[src/rtl/reg_arbiter.sv]
// Round-robin arbiter granting N register masters access to one shared
// register slave. One transaction is outstanding at a time: IDLE arbitrates,
// REQ forwards the granted request, RESP forwards the matching response.
module reg_arbiter #(
  parameter int unsigned NUM_MASTERS = 2,
  parameter int unsigned ADDR_WIDTH  = 8,
  parameter int unsigned DATA_WIDTH  = 32
) (
  input  logic                              clk,
  input  logic                              rst_n,
  // master request side
  input  logic [NUM_MASTERS*ADDR_WIDTH-1:0] m_addr,
  input  logic [NUM_MASTERS*DATA_WIDTH-1:0] m_wdata,
  input  logic [NUM_MASTERS-1:0]            m_write,
  input  logic [NUM_MASTERS-1:0]            m_valid,
  output logic [NUM_MASTERS-1:0]            m_ready,
  // master response side
  output logic [DATA_WIDTH-1:0]             m_bdata,
  output logic [DATA_WIDTH-1:0]             m_rdata,
  output logic [NUM_MASTERS-1:0]            m_bvalid,
  output logic [NUM_MASTERS-1:0]            m_rvalid,
  input  logic [NUM_MASTERS-1:0]            m_bready,
  input  logic [NUM_MASTERS-1:0]            m_rready,
  // slave request channel
  output logic [ADDR_WIDTH-1:0]             s_addr,
  output logic [DATA_WIDTH-1:0]             s_wdata,
  output logic                              s_write,
  output logic                              s_valid,
  input  logic                              s_ready,
  // slave response channels
  input  logic [DATA_WIDTH-1:0]             s_bdata,
  input  logic                              s_bvalid,
  output logic                              s_bready,
  input  logic [DATA_WIDTH-1:0]             s_rdata,
  input  logic                              s_rvalid,
  output logic                              s_rready,
  // status
  output logic [NUM_MASTERS-1:0]            grant,
  output logic                              busy
);

  localparam int unsigned IDX_W = $clog2(NUM_MASTERS);

  typedef enum logic [1:0] {
    IDLE,
    REQ,
    RESP
  } state_e;

  state_e                   state_q;
  logic [NUM_MASTERS-1:0]   grant_q;
  logic [IDX_W-1:0]         gidx_q;
  logic [IDX_W-1:0]         last_q;
  logic                     wr_q;
  logic                     busy_q;

  logic                     found;
  logic [IDX_W-1:0]         rr_idx;
  logic [IDX_W-1:0]         cand;
  logic                     resp_done;

  logic [ADDR_WIDTH-1:0]    addr_a  [NUM_MASTERS];
  logic [DATA_WIDTH-1:0]    wdata_a [NUM_MASTERS];

  for (genvar gi = 0; gi < NUM_MASTERS; gi++) begin : g_unpack
    assign addr_a[gi]  = m_addr[gi*ADDR_WIDTH +: ADDR_WIDTH];
    assign wdata_a[gi] = m_wdata[gi*DATA_WIDTH +: DATA_WIDTH];
  end

  // Round-robin pick: first valid master scanning from last_q+1 with wrap.
  always_comb begin
    found  = 1'b0;
    rr_idx = '0;
    cand   = '0;
    for (int unsigned i = 1; i <= NUM_MASTERS; i++) begin
      cand = IDX_W'((32'(last_q) + i) % NUM_MASTERS);
      if (!found && m_valid[cand]) begin
        found  = 1'b1;
        rr_idx = cand;
      end
    end
  end

  assign resp_done = wr_q ? (s_bvalid && m_bready[gidx_q])
                          : (s_rvalid && m_rready[gidx_q]);

  // Transaction FSM with registered grant/busy and round-robin pointer.
  always_ff @(posedge clk) begin
    if (!rst_n) begin
      state_q <= IDLE;
      grant_q <= '0;
      gidx_q  <= '0;
      last_q  <= IDX_W'(NUM_MASTERS - 1);
      wr_q    <= 1'b0;
      busy_q  <= 1'b0;
    end else begin
      case (state_q)
        IDLE: begin
          if (found) begin
            state_q <= REQ;
            gidx_q  <= rr_idx;
            grant_q <= {{(NUM_MASTERS-1){1'b0}}, 1'b1} << rr_idx;
            busy_q  <= 1'b1;
          end
        end
        REQ: begin
          if (m_valid[gidx_q] && s_ready) begin
            wr_q    <= m_write[gidx_q];
            state_q <= RESP;
          end
        end
        RESP: begin
          if (resp_done) begin
            last_q  <= gidx_q;
            grant_q <= '0;
            busy_q  <= 1'b0;
            state_q <= IDLE;
          end
        end
        default: begin
          state_q <= IDLE;
          grant_q <= '0;
          busy_q  <= 1'b0;
        end
      endcase
    end
  end

  // Channel steering: only the granted master is connected, only in its phase.
  always_comb begin
    m_ready  = '0;
    m_bvalid = '0;
    m_rvalid = '0;
    m_bdata  = '0;
    m_rdata  = '0;
    s_addr   = '0;
    s_wdata  = '0;
    s_write  = 1'b0;
    s_valid  = 1'b0;
    s_bready = 1'b0;
    s_rready = 1'b0;
    case (state_q)
      REQ: begin
        s_addr          = addr_a[gidx_q];
        s_wdata         = wdata_a[gidx_q];
        s_write         = m_write[gidx_q];
        s_valid         = m_valid[gidx_q];
        m_ready[gidx_q] = s_ready;
      end
      RESP: begin
        if (wr_q) begin
          m_bvalid[gidx_q] = s_bvalid;
          m_bdata          = s_bdata;
          s_bready         = m_bready[gidx_q];
        end else begin
          m_rvalid[gidx_q] = s_rvalid;
          m_rdata          = s_rdata;
          s_rready         = m_rready[gidx_q];
        end
      end
      default: ;
    endcase
  end

  assign grant = grant_q;
  assign busy  = busy_q;

endmodule

[config.mk]
export PLATFORM = sky130hd
export DESIGN_NAME = reg_arbiter
export DESIGN_NICKNAME = d
export VERILOG_FILES = /design/src/rtl/reg_arbiter.sv
export SDC_FILE = /design/constraint.sdc
export NUM_CORES = 1
export LEC_CHECK = 0
export CORE_AREA = 8 8 101 103
export DETAILED_ROUTE_END_ITERATION = 6
export DIE_AREA = 0 0 109 111
export PLACE_DENSITY = 0.76
export SLEW_MARGIN = 20
export SYNTH_ARGS = -nofsm -noshare
export SYNTH_HDL_FRONTEND = slang
export SYNTH_SLANG_ARGS = --single-unit
[constraint.sdc]
create_clock -name clk -period 1.7 [get_ports clk]
set_input_delay 0.51 -clock clk [delete_from_list [all_inputs] [get_ports clk]]
set_output_delay 0.51 -clock clk [all_outputs]
set_load 0.005 [all_outputs]
# Word-level counts from Yosys, hierarchy flattened
# Cells that the tools add are included.
# totals
ff_bits	8
inputBits	157
out_inout_bits	117
word_cells	87
# classes
addsub	2
order_cmp	5
eq_ne	5
shifts	1
mux	51
bitwise	5
n_reduce_logical	12
# op_table
operator	count
$mux W32	8
$mux W8	4
$mux W1	26
$mux W2	9
$pmux W2 S3	2
$and A2 B2 Y2	3
$lt A1 B2 Y1 const B	3
$ne A2 B2 Y1 const B	3
$reduce_and A2 Y1	3
$reduce_and A3 Y1	2
$logic_and A1 B1 Y1	5
$pmux W1 S3	1
$add A1 B1 Y1 const B	2
$eq A2 B1 Y1 const B	1
$eq A2 B2 Y1 const B	1
$ge A2 B2 Y1 const B	1
$logic_not A2 Y1	1
$not A1 Y2	1
$shl A1 B1 Y2 const A	1
$demux W1 S1	1
$ge A1 B1 Y1 const B	1
$logic_not A1 Y1	1
$not A1 Y1	1

# Longest topological paths before layout
# Gate-level depths: netlist (run 1).
# logic_depth
depth_word	10
mapped_depth	5
mapped_depth_nobuf	3

# Least setup slack after synthesis (run 1)
# OpenSTA, ideal clock, no wires.
# synth_timing
path_kind	register to output
from	reg gidx_q
to	out s_addr[0]
arrival_time_ns	0.994
t_required_ns	1.190
slack_ns	0.196
path_stages_with_launch	6
path_buffers	3
cell_sequence	dfxtp_1 buf_6 buf_8 buf_4 mux2i_1 nor2_1
# synth_via
elab_chain_len	5
# synth_lines
item	line_no	source
start: declaration	52	logic [IDX_W-1:0] gidx_q;
start signal: assignment	101	gidx_q <= rr_idx;
$not A1 Y2 (not written as such)	144	s_addr = addr_a[gidx_q];
$mux W8 (not written as such) (3 in a row)	144	
$mux W8	142	case (state_q)
end: declaration	25	output logic [ADDR_WIDTH-1:0] s_addr,
# Every way passes these cells. The select of a mux whose other input is x is not followed.

# Worst setup path in the final report (run 1)
# layout_timing
from	reg gidx_q
to	out s_valid
# layout_via
elab_chain_len	3
# layout_lines
item	line_no	source
$mux W1 (not written as such) (2 in a row)	147	s_valid = m_valid[gidx_q];
$mux W1	142	
end: declaration	28	output logic s_valid,
# Every way passes these cells. The select of a mux whose other input is x is not followed.

==> results.toml, run 1 <==
[timing]
fmax_mhz = 531.1
fin_crit_ns = 1.883
hold_viol_final = 0
worst_slack_ns = -0.1828
finalMaxSlewViolations = 0
period_share = 1.108
skew_ns = 0.0006095
finalSetupViolCount = 111
tightest_slew_ns = 0.2783
grt_setup_unrepaired = "true"
slew_headroom = 0.8128

[run_status]
violations = "setup timing"
status = "complete, but fails checks"

[grt]
gr-usage-all-layers = 0.1956
grt_pass1_vias = 3107
antenna_found_initial = 1
grt-ovfl-total = 0
grt_max_degree = 42
grt_pass1_wl_um = 18580

[worst_setup_path]
crit_buf_inv = 3
cp_max_fo = 3
endpoint_kind = "output pin"
required_ns = 1.19
path_common_cell = "buf_6"
crit_cells = 5
critical-path-max-stage-delay_ns = 0.34
critPathKind = "register to output pin"
worst_setup_path_start_kind = "register"
worstPathArrival_ns = 1.37
worstPathCellList = "buf_6 > buf_6 > mux2_4 > and2_4 > buf_6"
cp_top_family = "flip-flops"
ff2ff_path_depth = 9
crit_slowest_cell = "dfxtp_4"

[clock_network]
cts_htree_levels = 1
root_buffer = "clkbuf_8"
cts-buffers-inserted = 3
clkSinkCount = 8
clk_pin_slew_ns = 0.04
clkLatencyLatePin_ns = 0.23
cts_buffer_depth = 2
cts_tree = "built"

[synth]
yosysWarnings = 0
syn_nets = 393
synth_mux_area_frac = 0.2811
synthTopCellsByArea = "mux2i_1 25%, and2_1 12%, and3_1 12%"
synthXorXnorAreaFrac = 0
ys_seq_area_frac = 0.09370
synth_cell_types = 40
synth_top_area_share = 0.2460
synth-compound-area-share = 0.06442
yosys.area.top_type = "mux2i_1"
synth_area_mm2 = 0.001709
synthSimpleGateAreaFrac = 0.4605
synthCells = 236
synth-seq-cells = 8
synthAdderAreaFrac = 0
avgSynthCellArea_um2 = 7.242
synth_top_family_by_area = "simple AND/OR/NAND/NOR gates"

[detailed_routing]
via_per_inst = 4.402
antenna_left = 0
drc = 0
first_pass_iters = 4
wire_per_inst_um = 20.02
dr.first_iter.drc_count = 114
vias = 2914
wl_um = 13260

[place]
place.gp.congestion = 0.8781
io_buffer_count = 273
post-dp-hpwl_um = 10130
dp_cells = 623
post-place-ws_ns = -0.7769

[power]
irDropWorstVdd_uv = 163.0
power_leakage_nw = 2.474
p_per_area_mw_per_mm2 = 290.2
power_w = 0.001544

[floorplan]
rows = 34
initial_core_util = 0.1999
die_x_um = 109
die-area_mm2 = 0.01210
ioPinCount = 274
coreArea_mm2 = 0.008551
die-height_um = 111

[finish]
nets = 712
seqCellArea_um2 = 170.2
fin_cells = 662
post-route-util = 0.6220
multi_input_area_mm2 = 0.001642
area_growth_pct = 211.2
fillCellCount = 742
drive_gt1_frac = 0.4792

[hold_path]
holdPathStages = 2
hold_path_class = "register to register"

[job]
maxCapViolCount = 0
==> cell type report <==
cell class,count,share of cell area
Multi-Input combinational cell,202,0.3086
Tap cell,108,0.02541
Sequential cell,8,0.03199
Timing Repair Buffer,338,0.6229
Inverter,2,0.002823
Clock buffer,3,0.007763
Antenna cell,1,0.0004705
==> kinds of logic (layout without fill, tap and decap cells) <==
logic type	count (synthesis)	count (layout)
and+or+nand+nor	143	143
muxes	45	45
buffers and inverters	26	343
AOI/OAI and AO/OA	14	14
DFF	8	8
other	0	1
==> synth_stat cells, drive strengths merged <==
library cell and instances:
a31oi 1, mux2 1, buf 18, inv 2
nor3b 1, nand2b 4, nand4 2, nor2b 4
nor2 48, clkbuf 6, a311oi 1, mux2i 44
nand3 3, o221ai 1, dfxtp 8, o31ai 1
and4b 1, o21ai 1, and3 34, nand2 7
a21boi 2, o22ai 3, o21bai 1, a41o 1
nand4b 1, and2 34, nand4bb 1, and2b 1
a21o 1, a32oi 1, nor3 2
==> path summary, 6_finish.rpt <==
path	start	slack, ns	to
worst max register to register	gidx_q$_SDFFE_PN0P_	0.03	wr_q$_SDFFE_PN0P_
worst min register to register	grant[1]$_SDFFE_PN0P_	0.47	grant[1]$_SDFFE_PN0P_
worst min-delay path	grant[1]$_SDFFE_PN0P_	0.47	grant[1]$_SDFFE_PN0P_
worst max-delay path	gidx_q$_SDFFE_PN0P_	-0.18	s_valid
==> tightest hold or removal path, stage by stage (launching register included) <==
cell,delay (ns)
dfxtp_1,0.31
nand2_1,0.06
o31ai_1,0.05
==> per-stage QoR <==
stage               cell area [um2]  hold WS (ns)  setup TNS, ns
global route                   5319        0.4822         -19.89
CTS                            4821        0.4676         -15.01
detailed placement             4690        0.4625         -51.42
finish                         5319        0.4683         -13.14
global placement               4690        0.4615         -50.70
floorplan                      1709        0.4598              0
==> registers in the layout, summed over array words and instances (netlist names) <==
| register | count |
|---|---|
| busy | 1 |
| wr_q | 1 |
| state_q | 2 |
| last_q | 1 |
| gidx_q | 1 |
| grant | 2 |
==> cell usage in the layout, fill, tap and decap left out, types with 3 or more instances in the layout <==
cell type,netlist,layout
clkbuf_16,0,3
buf_4,3,26
mux2i_2,0,5
buf_8,1,5
buf_2,9,56
and3_1,34,9
buf_6,5,80
dlygate4sd2_1,0,22
dfxtp_1,8,4
clkbuf_8,0,3
buf_16,0,5
nand2_1,7,7
clkdlybuf4s50_1,0,132
mux2i_1,42,37
nor2_1,47,44
buf_12,0,4
and3_4,0,25
dlymetal6s2s_1,0,4
nand3_1,3,3
nor2_2,0,3
nor2b_1,3,3
and2_4,0,33
==> routing by layer <==
layer	part of all wire	vias up	global-route usage
met5	0	-	0
met4	0.0097	0	0.03836
met3	0.063	10	0.06163
met2	0.57	85	0.3683
met1	0.36	1370	0.2024
li1	-	1449	-
==> what timing repair did <==
item	CTS	global route
pin swaps	33	59
setup endpoints to repair	114	115
buffers inserted	24	5
hold buffers	0	0
resized for setup	550	114
cloned	7	4
==> power breakdown <==
| group | switching [W] | internal [W] |
|---|---|---|
| logic | 0.000386 | 0.000709 |
| clock network | 0.0000785 | 0.000154 |
| registers | 0.0000156 | 0.000201 |
Note: power is estimated with default switching activity, not from simulation.
==> inputs of run 2 (changes only) <==
--- a/config.mk
+++ b/config.mk
@@ -5,9 +5,11 @@
 export SDC_FILE = /design/constraint.sdc
 export NUM_CORES = 1
 export LEC_CHECK = 0
+export ABC_CLOCK_PERIOD_IN_PS = 1700
 export CORE_AREA = 8 8 101 103
 export DETAILED_ROUTE_END_ITERATION = 6
 export DIE_AREA = 0 0 109 111
+export GPL_ROUTABILITY_DRIVEN = 0
 export PLACE_DENSITY = 0.76
 export SLEW_MARGIN = 20
 export SYNTH_ARGS = -nofsm -noshare
==> results.toml, run 2 (synthesis gave the netlist of run 1 again) <==
[finish]
layout_common_cells = "112 x clkdlybuf4s50_1, 81 x buf_6, 58 x buf_2, 44 x nor2_1, 38 x mux2i_1"
nets = 730
final_common_cell = "clkdlybuf4s50_1"
drive_gt1_frac = 0.4834
area_growth_pct = 222.0
fillCellCount = 725
post-route-util = 0.6435

[power]
irDropWorstVdd_uv = 165.6
power_w = 0.001582
power_leakage_nw = 2.658
p_per_area_mw_per_mm2 = 287.4

[timing]
finalSetupViolCount = 114
hold_viol_final = 0
fmax_mhz = 518.2
tightest_slew_ns = 0.2793
worst_slack_ns = -0.2299
slew_headroom = 0.8134
finalMaxSlewViolations = 0
period_share = 1.135
skew_ns = 0.001598
grt_setup_unrepaired = "true"
fin_crit_ns = 1.930

[place]
io_buffer_count = 273
post-place-ws_ns = -0.7533
post-dp-hpwl_um = 10240

[clock_network]
root_buffer = "clkbuf_8"
cts_buffer_depth = 2
cts-buffers-inserted = 3
clk_pin_slew_ns = 0.04
clkLatencyLatePin_ns = 0.23
cts_tree = "built"
cts_htree_levels = 1
clkSinkCount = 8

[run_status]
status = "complete, but fails checks"
violations = "setup timing"

[detailed_routing]
dr.first_iter.drc_count = 76
antenna_left = 0
wire_per_inst_um = 19.57
first_pass_iters = 4
via_per_inst = 4.471
wl_um = 13350
drc = 0
vias = 3049

[floorplan]
initial_core_util = 0.1999
die_x_um = 109
ioPinCount = 274
die-height_um = 111
coreArea_mm2 = 0.008551
die-area_mm2 = 0.01210
rows = 34

[hold_path]
hold-path-endpoint = "grant[1]$_SDFFE_PN0P_"
holdPathStages = 2
hold_start = "grant[1]$_SDFFE_PN0P_"
hold_path_class = "register to register"

[worst_setup_path]
worstPathArrival_ns = 1.42
r2r_slack_ns = 0.14
r2r_start = "gidx_q$_SDFFE_PN0P_"
crit_start = "state_q[0]$_SDFFE_PN0P_"
ff2ff_path_depth = 8
regToRegEndpoint = "wr_q$_SDFFE_PN0P_"
cp_max_fo = 6
required_ns = 1.19
worst_setup_path_start_kind = "register"
critPathKind = "register to output pin"
endpoint_kind = "output pin"

[grt]
grt_max_degree = 27
grt_pass1_wl_um = 19060
grt_pass1_vias = 3209
antenna_found_initial = 3
grt-ovfl-total = 0
gr-usage-all-layers = 0.2026

[job]
maxCapViolCount = 0
==> run 2: cell count changes in the layout (fill, tap and decap cells not counted), moves of 3 or more <==
cell             before  now
clkdlybuf4s15_1       0    3
dlygate4sd2_1        22   33
buf_16                5    8
and3_4               25   21
buf_4                26   34
clkdlybuf4s50_1     132  112
buf_12                4    7
dlymetal6s2s_1        4   11
and3_1                9   13
==> run 2: routing by layer <==
layer | routed length, um | up-vias | GRT usage
li1 | - | 1489 | -
met1 | 4693 | 1440 | 0.2076
met2 | 7598 | 102 | 0.3824
met3 | 824 | 18 | 0.05814
met4 | 232 | 0 | 0.05205
met5 | 0 | - | 0
==> run 2: power breakdown <==
part / internal [W] / total [W] / switching [W] / leakage (nW)
combinational: 0.000741 / 0.00113 / 0.000389 / 2.57
clock: 0.000154 / 0.000234 / 0.0000805 / 0.0216
sequential: 0.000201 / 0.000218 / 0.0000168 / 0.0682
total: 0.00110 / 0.00158 / 0.000486 / 2.66
==> run 2: final cells by class <==
type                    count  area [um2]  area share
repair buffers            356        3511      0.6380
multi-input cells         202        1624      0.2951
flip-flops and latches      8       172.7     0.03138
well taps                 108       135.1     0.02456
clock buffers               3       41.29    0.007503
inverters                   2       11.26    0.002046
diodes                      3       7.507    0.001364
==> run 2: timing repair <==
item / 4_1_cts / 5_1_grt
buffers inserted: 36 / 9
hold buffers: 0 / 0
pin swaps: 37 / 50
gates cloned: 8 / 1
gates resized for setup: 528 / 149
setup endpoints to repair: 114 / 114
==> run 2: worst max-delay path, cell delays in order (launching register included) <==
cell,delay [ns]
dfxtp_4,0.35
nand2b_4,0.15
nor2_4,0.10
buf_6,0.14
buf_16,0.12
buf_4,0.10
and2_4,0.13
buf_6,0.09
==> run 2: worst max path at each step <==
| stage | slack [ns] | cells after the start | endpoint |
|---|---|---|---|
| after floorplan | 0.20 | 5 | s_addr[0] |
| after global placement | -0.75 | 4 | m_bvalid[0] |
| after detailed placement | -0.75 | 4 | m_bvalid[1] |
| after CTS | -0.28 | 6 | m_bdata[19] |
| after global routing | -0.28 | 7 | m_rdata[14] |
| final | -0.23 | 7 | m_rdata[14] |
==> run 2: stage by stage <==
stage | instance area (um2) | setup TNS [ns] | std cells | hold WS, ns
after global routing | 5503 | -22.50 | 682 | 0.5165
after CTS | 4961 | -18.84 | 671 | 0.4751
final | 5503 | -16.05 | 682 | 0.4706
after detailed placement | 4722 | -51.63 | 624 | 0.4696
after global placement | 4722 | -50.75 | 624 | 0.4619
after floorplan | 1709 | 0 | 236 | 0.4598
==> inputs of run 3 (changes only) <==
--- a/config.mk
+++ b/config.mk
@@ -10,7 +10,9 @@
 export DETAILED_ROUTE_END_ITERATION = 6
 export DIE_AREA = 0 0 109 111
 export GPL_ROUTABILITY_DRIVEN = 0
+export MAX_ROUTING_LAYER = met4
 export PLACE_DENSITY = 0.76
+export SETUP_SLACK_MARGIN = 0.02
 export SLEW_MARGIN = 20
 export SYNTH_ARGS = -nofsm -noshare
 export SYNTH_HDL_FRONTEND = slang
==> constraint.sdc (replaced) <==
create_clock -name clk -period 1.7 [get_ports clk]
set_input_delay 0.51 -clock clk [delete_from_list [all_inputs] [get_ports clk]]
set_output_delay 0.51 -clock clk [all_outputs]
set_load 0.01 [all_outputs]
==> results.toml, run 3 (synthesis gave the netlist of run 1 again) <==
[worst_setup_path]
worstPathCellList = "buf_4 > mux2_4 > and2_1 > buf_2"
regToRegEndpoint = "wr_q$_SDFFE_PN0P_"
crit_cells = 4
crit_buf_inv = 2
worst_setup_path_start_kind = "register"
cp_top_family = "flip-flops"
worstPathArrival_ns = 1.38
critical-path-max-stage-delay_ns = 0.34
endpoint_kind = "output pin"
critPathKind = "register to output pin"
r2r_start = "gidx_q$_SDFFE_PN0P_"
crit_start = "gidx_q$_SDFFE_PN0P_"
cp_max_fo = 4
required_ns = 1.19
r2r_slack_ns = 0.16
cp-endpoint = "s_valid"
crit_slowest_cell = "dfxtp_2"
ff2ff_path_depth = 8

[detailed_routing]
wl_um = 12420
wire_per_inst_um = 18.94
via_per_inst = 4.389
first_pass_iters = 4
drc = 0
antenna_left = 0
dr.first_iter.drc_count = 108
vias = 2879

[timing]
worst_slack_ns = -0.1891
period_share = 1.111
tightest_slew_ns = 0.3581
fin_crit_ns = 1.889
fmax_mhz = 529.4
finalMaxSlewViolations = 0
grt_setup_unrepaired = "true"
skew_ns = 0.001862
hold_viol_final = 0
slew_headroom = 0.7608
finalSetupViolCount = 114

[finish]
layout_common_cells = "129 x clkdlybuf4s50_1, 95 x buf_2, 44 x nor2_1, 38 x mux2i_1, 34 x buf_4"
final_common_cell = "clkdlybuf4s50_1"
drive_gt1_frac = 0.3810
area_growth_pct = 179.2
fin_cells = 656
nets = 705

[hold_path]
hold_path_class = "register to register"

[floorplan]
die_x_um = 109
ioPinCount = 274
die-height_um = 111
coreArea_mm2 = 0.008551
die-area_mm2 = 0.01210
rows = 34
initial_core_util = 0.1999

[clock_network]
cts-buffers-inserted = 3
ctsHoldBuffers = 0
clkSinkCount = 8
clkLatencyLatePin_ns = 0.23
cts_htree_levels = 1
cts_buffer_depth = 2
root_buffer = "clkbuf_8"
clk_pin_slew_ns = 0.04
cts_tree = "built"

[power]
power_leakage_nw = 2.344
p_per_area_mw_per_mm2 = 319.2
irDropWorstVdd_uv = 229.1

[grt]
grt_pass1_wl_um = 18410
gr-usage-all-layers = 0.2016
grt-ovfl-total = 0
antenna_found_initial = 2
grt_max_degree = 33
grt_pass1_vias = 3065

[place]
dp_cells = 622
post-dp-hpwl_um = 10170
io_buffer_count = 273
post-place-ws_ns = -0.7875

[run_status]
status = "complete, but fails checks"
violations = "setup timing"

[job]
maxCapViolCount = 0
run 3: cell types whose count changed in the layout (fill, tap and decap cells not counted), sizes merged:
cell,previous run,this run
buf,193,172
clkbuf,7,3
clkdlybuf4s50,112,129
diode,3,2
dlygate4sd2,33,30
clkdlybuf4s15,3,0
dlymetal6s2s,11,0
run 3: worst min-delay path by stage:
stage | cells after the start | to | from | slack, ns
floorplan | 2 | grant[1]$_SDFFE_PN0P_ | grant[1]$_SDFFE_PN0P_ | 0.49
detailed placement | 2 | grant[1]$_SDFFE_PN0P_ | grant[1]$_SDFFE_PN0P_ | 0.47
finish | 2 | grant[1]$_SDFFE_PN0P_ | grant[1]$_SDFFE_PN0P_ | 0.47
global route | 2 | grant[1]$_SDFFE_PN0P_ | grant[1]$_SDFFE_PN0P_ | 0.51
CTS | 2 | grant[1]$_SDFFE_PN0P_ | grant[1]$_SDFFE_PN0P_ | 0.47
global placement | 2 | grant[1]$_SDFFE_PN0P_ | grant[1]$_SDFFE_PN0P_ | 0.46
run 3: layer usage:
layer / share of wire / track usage
met5: 0 / -
met4: 0.011 / 0.04475
met3: 0.050 / 0.03663
met2: 0.57 / 0.3723
met1: 0.37 / 0.2130
run 3: final cells by class:
class                      count  area (um2)
antenna                        2       5.005
clock buffer                   3       41.29
fill                         814        3779
inverter                       2       11.26
multi-input combinational    202        1488
sequential                     8       170.2
tap                          108       135.1
timing repair buffer         331        2922
run 3: timing repair:
action,in CTS,in global routing
gates resized for setup,533,33
pin swaps,14,20
setup endpoints to repair,115,114
endpoints found under the hold margin,0,0
setup buffers,19,6
gates cloned,6,0
run 3: where the power goes:
group	leakage, nW	switching [W]	internal [W]
Clock	0.0216	0.0000806	0.000154
Combinational	2.25	0.000404	0.000668
Sequential	0.0679	0.0000154	0.000202
run 3: worst min-delay path, stage by stage (launching register included):
cell,delay [ns]
dfxtp_1,0.31
nand2_1,0.06
o31ai_1,0.05
run 3: metrics by stage:
stage          setup TNS (ns)  hold slack (ns)    util  cell area [um2]  total power, W
3_3_place_gp           -54.70           0.4612  0.5476             4682        0.001238
6_report               -12.18           0.4725  0.5581             4772        0.001523
2_1_floorplan               0           0.4871       -             1709       0.0005637
3_5_place_dp           -55.64           0.4697  0.5476             4682        0.001248
5_1_grt                -18.55           0.5126  0.5581             4772        0.001608
4_1_cts                -13.82           0.4747  0.5388             4607        0.001506
